===== src/rtl/serializer.sv =====
// Parallel-to-serial byte transmitter: small byte FIFO feeding an MSB-first
// bit shifter with a per-bit write strobe and receiver-driven flow control.
module serializer #(
    parameter int unsigned FIFO_DEPTH = 4
) (
    input  logic       clk_100mhz,
    input  logic       reset,
    input  logic [7:0] data_in,
    input  logic       write_in,
    output logic       status_out,
    output logic       data_out,
    output logic       write_out,
    input  logic       status_in,
    output logic       busy,
    output logic       overflow
);

    localparam int unsigned PW = $clog2(FIFO_DEPTH);
    localparam int unsigned CW = PW + 1;

    typedef enum logic [1:0] {
        IDLE,
        SHIFT,
        GAP
    } state_t;

    logic [7:0]    mem_q [FIFO_DEPTH];
    logic [PW-1:0] wptr_q, wptr_d;
    logic [PW-1:0] rptr_q, rptr_d;
    logic [CW-1:0] count_q, count_d;

    state_t        state_q;
    logic [7:0]    shreg_q;
    logic [2:0]    bitcnt_q;
    logic          data_q;
    logic          wr_q;
    logic          ovf_q;

    logic          full;
    logic          empty;
    logic          push;
    logic          pop;

    assign full  = (count_q == CW'(FIFO_DEPTH));
    assign empty = (count_q == '0);
    // A full FIFO refuses writes even when a pop frees a slot on the same edge.
    assign push  = write_in && !full;
    assign pop   = (state_q == IDLE) && !empty && status_in;

    always_comb begin
        wptr_d  = wptr_q;
        rptr_d  = rptr_q;
        count_d = count_q;
        if (push) begin
            wptr_d = wptr_q + PW'(1);
        end
        if (pop) begin
            rptr_d = rptr_q + PW'(1);
        end
        case ({push, pop})
            2'b10:   count_d = count_q + CW'(1);
            2'b01:   count_d = count_q - CW'(1);
            default: count_d = count_q;
        endcase
    end

    always_ff @(posedge clk_100mhz) begin
        if (push) begin
            mem_q[wptr_q] <= data_in;
        end
    end

    always_ff @(posedge clk_100mhz) begin
        if (reset) begin
            wptr_q  <= '0;
            rptr_q  <= '0;
            count_q <= '0;
            ovf_q   <= 1'b0;
        end else begin
            wptr_q  <= wptr_d;
            rptr_q  <= rptr_d;
            count_q <= count_d;
            if (write_in && full) begin
                ovf_q <= 1'b1;
            end
        end
    end

    always_ff @(posedge clk_100mhz) begin
        if (reset) begin
            state_q  <= IDLE;
            shreg_q  <= '0;
            bitcnt_q <= '0;
            data_q   <= 1'b0;
            wr_q     <= 1'b0;
        end else begin
            case (state_q)
                IDLE: begin
                    if (pop) begin
                        shreg_q  <= mem_q[rptr_q];
                        data_q   <= mem_q[rptr_q][7];
                        wr_q     <= 1'b1;
                        bitcnt_q <= '0;
                        state_q  <= SHIFT;
                    end else begin
                        wr_q <= 1'b0;
                    end
                end
                SHIFT: begin
                    // write_out is always high here, so status_in alone marks a transfer.
                    if (status_in) begin
                        if (bitcnt_q == 3'd7) begin
                            wr_q    <= 1'b0;
                            data_q  <= 1'b0;
                            state_q <= GAP;
                        end else begin
                            shreg_q  <= {shreg_q[6:0], 1'b0};
                            data_q   <= shreg_q[6];
                            bitcnt_q <= bitcnt_q + 3'd1;
                        end
                    end
                end
                GAP: begin
                    state_q <= IDLE;
                end
                default: begin
                    state_q <= IDLE;
                    wr_q    <= 1'b0;
                end
            endcase
        end
    end

    assign status_out = !full;
    assign data_out   = data_q;
    assign write_out  = wr_q;
    assign busy       = (state_q != IDLE);
    assign overflow   = ovf_q;

endmodule


===== config.mk =====
export PLATFORM = sky130hd
export DESIGN_NAME = serializer
export DESIGN_NICKNAME = d
export VERILOG_FILES = /design/src/rtl/serializer.sv
export SDC_FILE = /design/constraint.sdc
export NUM_CORES = 1
export LEC_CHECK = 0
export CAP_MARGIN = 20
export CORE_MARGIN = 5
export CORE_UTILIZATION = 38
export DETAILED_ROUTE_END_ITERATION = 10
export SLEW_MARGIN = 20
export SYNTH_ARGS = -nofsm -noshare
export SYNTH_HDL_FRONTEND = slang
export SYNTH_SLANG_ARGS = --single-unit

===== constraint.sdc =====
create_clock -name clk_100mhz -period 6.4 [get_ports clk_100mhz]
set_clock_uncertainty 0.05 [all_clocks]
set_input_delay 1.92 -clock clk_100mhz [delete_from_list [all_inputs] [get_ports clk_100mhz]]
set_output_delay 1.92 -clock clk_100mhz [all_outputs]
set_load 0.005 [all_outputs]

==> run summary <==
layout cells sized above 1 = 11.2%
final hold vios = 0
Fmax = 242 MHz
critical path class = input pin to flip-flop
top_reg_cell synth = edfxtp_1
Worst EP arrival = 4.31 ns
Sink Count = 56
Pins Over Slew Limit = 0
drt drc = 0
Final Util = 44.3%
Ports = 17
post-route non-filler standard cell count = 272
Hold Path Class = flip-flop to flip-flop
Site Rows = 28
die width = 88.1 um
status = finished clean
crit start category = input pin
Final HPWL DP = 2710 um
Final #Nets = 216
most used cell, CP = inv_1
synth warn = 0
Reg clk slew, reported paths = 0.09 ns
first-pass GRT wire length = 6690 um
Max stage delay on crit path = 0.52 ns
Root Buffer = clkbuf_8
Die Y = 88.1 um
Congestion Overflow GR = 0
Post-CTS Setup Bufs = 0
Post-Syn Instances = 181
Placer Congestion = 0.742
worst vdd ir = 0.143 mV
Placed Instances = 264
Tcrit/Tclk final = 64.7%
CTS buffer count = 5
final WL = 3990 um
setup tns final = 0 ns
DIE AREA = 7770 um2
Sw Ratio = 31.2%
Netlist cell types = 39
initial antenna violation count = 0
fin crit period = 4.14 ns
input/output buffers = 16
slew margin rel. = 35.2%
EDFF count, synth = 32
Initial Utilization = 39.2%
crit path max fanout = 4
DR iter-0 viols = 77
number of global-route vias before repair = 1369
Antenna diodes = 0
Mean Syn Cell Area = 12.8 um2
antenna-violating nets left = 0
leak pwr = 0.899 nW
via count = 1376
worst slew pin tran = 0.971 ns
required time worst endpoint = 6.57 ns
Synth async-reset ratio = 0%
Net Switching = 0.303 mW
Core Box Area = 5920 um2
latest clock arrival within the worst-skew pair = 0.30 ns
Worst setup EP type = flip-flop
Clk pwr share = 19.9%
Mapped Nets = 201
#FFs+latches synth = 56
CTS tree = built
vias per cell = 5.06
RSZ-0062 raised after global routing = no
critical path cell sequence = clkdlybuf4s50_1 > nand2b_1 > or3_2 > inv_1 > ha_1 > inv_1 > fa_1 > xor2_1 > or3_1 > a21oi_1
sequential share of power = 51.0%
pwr dens = 371 nW/um2
maximum clock path buffer count = 2
wire length per cell = 14.7 um
largest net degree at the start of global routing = 24
combinational share of power = 29.0%
max cap viols = 0
post-synthesis sequential area ratio = 62.1%
H-tree depth = 2
Global Route Usage Sum = 11.6%
Syn-to-layout area delta = 12.9%
drt pass-1 iters = 4
Internal = 0.668 mW
Post-CTS Hold Buffers = 0
post_cts resized = 0
Syn Std Cell Area = 2320 um2
setup violators final = 0
CP max stage cell = clkdlybuf4s50_1
final timing paths:
kind | start | end | slack, ns | cells after the start
max reg2reg | count_q[2]$_SDFFE_PP0P_ | count_q[2]$_SDFFE_PP0P_ | 3.86 | 9
max | status_in | count_q[2]$_SDFFE_PP0P_ | 2.26 | 10
min reg2reg | bitcnt_q[1]$_SDFFE_PP0P_ | bitcnt_q[1]$_SDFFE_PP0P_ | 0.42 | 2
min | bitcnt_q[1]$_SDFFE_PP0P_ | bitcnt_q[1]$_SDFFE_PP0P_ | 0.42 | 2
power groups by stage:
stage / Clock, mW / Combinational, mW / Sequential (mW)
floorplan: 0 / 0.241 / 0.482
global placement: 0 / 0.282 / 0.505
detailed placement: 0 / 0.285 / 0.505
CTS: 0.199 / 0.287 / 0.498
global route: 0.220 / 0.323 / 0.507
finish: 0.193 / 0.282 / 0.496
synth_stat cells (3+ instances only):
cell type	number	area, um2
a221oi_1	6	52.6
edfxtp_1	32	961
ha_1	7	87.6
clkbuf_1	4	15.0
dfxtp_1	24	480
and3_1	5	31.3
a21oi_1	9	45.0
nor3_1	8	40.0
mux2i_1	7	70.1
mux2_2	6	67.6
a211oi_1	6	45.0
inv_1	7	26.3
nand3_1	3	15.0
nand2_1	7	26.3
nor2_1	18	67.6
xnor2_1	3	26.3
area by class of cell:
type	instances	area, um2
clock inverter	2	10.0
tap	75	93.8
sequential	56	1440
fill	562	3300
timing repair buffer	16	160
inverter	7	26.3
multi-input combinational	110	806
clock buffer	6	82.6
cells by family after synthesis:
family,after synthesis,synth area share (%)
adders and majority gates,8,4.64
AOI/OAI and AO/OA,26,7.82
buffers and inverters,15,3.13
and+or+nand+nor,56,12.5
muxes,15,7.87
DFF,56,62.1
xor gates and xnor gates,5,1.89
cells in the final DEF, fill, tap and decap left out, types with 2 or more instances in the layout:
cell             instances
a221oi_1                 6
a21oi_1                  9
o21ai_0                  2
xnor2_1                  3
nor2b_1                  2
nor2_1                  18
mux2_2                   6
ha_1                     7
mux4_2                   2
nor3_1                   8
nand3_1                  3
xor2_1                   2
and3_1                   5
clkbuf_8                 6
mux2i_1                  7
nand2_1                  7
clkdlybuf4s50_1         16
a211oi_1                 6
inv_1                    7
dfxtp_1                 24
nand2b_1                 2
edfxtp_1                32
state kept, by name (all words and copies together) (netlist names), named ones only:
signal	count
overflow	1
mem_q	32
count_q	3
wptr_q	2
bitcnt_q	3
rptr_q	2
write_out	1
shreg_q	7
data_out	1
state_q	2
worst max-delay path: cells and delay by family:
| kind | cells | cell delay [ns] |
|---|---|---|
| xor gates and xnor gates | 1 | 0.16 |
| adders and majority gates | 2 | 0.56 |
| buffers and inverters | 3 | 0.70 |
| AOI/OAI and AO/OA | 1 | 0.14 |
| and+or+nand+nor | 3 | 0.83 |
metrics by stage:
| stage | total power, mW | setup WS [ns] | area (um2) | hold WS [ns] |
|---|---|---|---|---|
| 3_5_place_dp | 0.791 | 1.94 | 2530 | 0.406 |
| 3_3_place_gp | 0.787 | 1.99 | 2530 | 0.393 |
| 6_report | 0.971 | 2.26 | 2620 | 0.418 |
| 5_1_grt | 1.05 | 2.15 | 2620 | 0.431 |
| 4_1_cts | 0.984 | 2.26 | 2620 | 0.419 |
| 2_1_floorplan | 0.723 | 2.62 | 2320 | 0.386 |
layer usage:
| layer | part of all wire (%) | wire, um | global-route usage [%] |
|---|---|---|---|
| met5 | 0 | 0 | 0 |
| met3 | 3.0 | 119 | 3.10 |
| met1 | 46 | 1840 | 13.9 |
| met2 | 50 | 1980 | 20.2 |
| met4 | 1.2 | 48 | 4.12 |
Power figures use the tool's default switching activity.
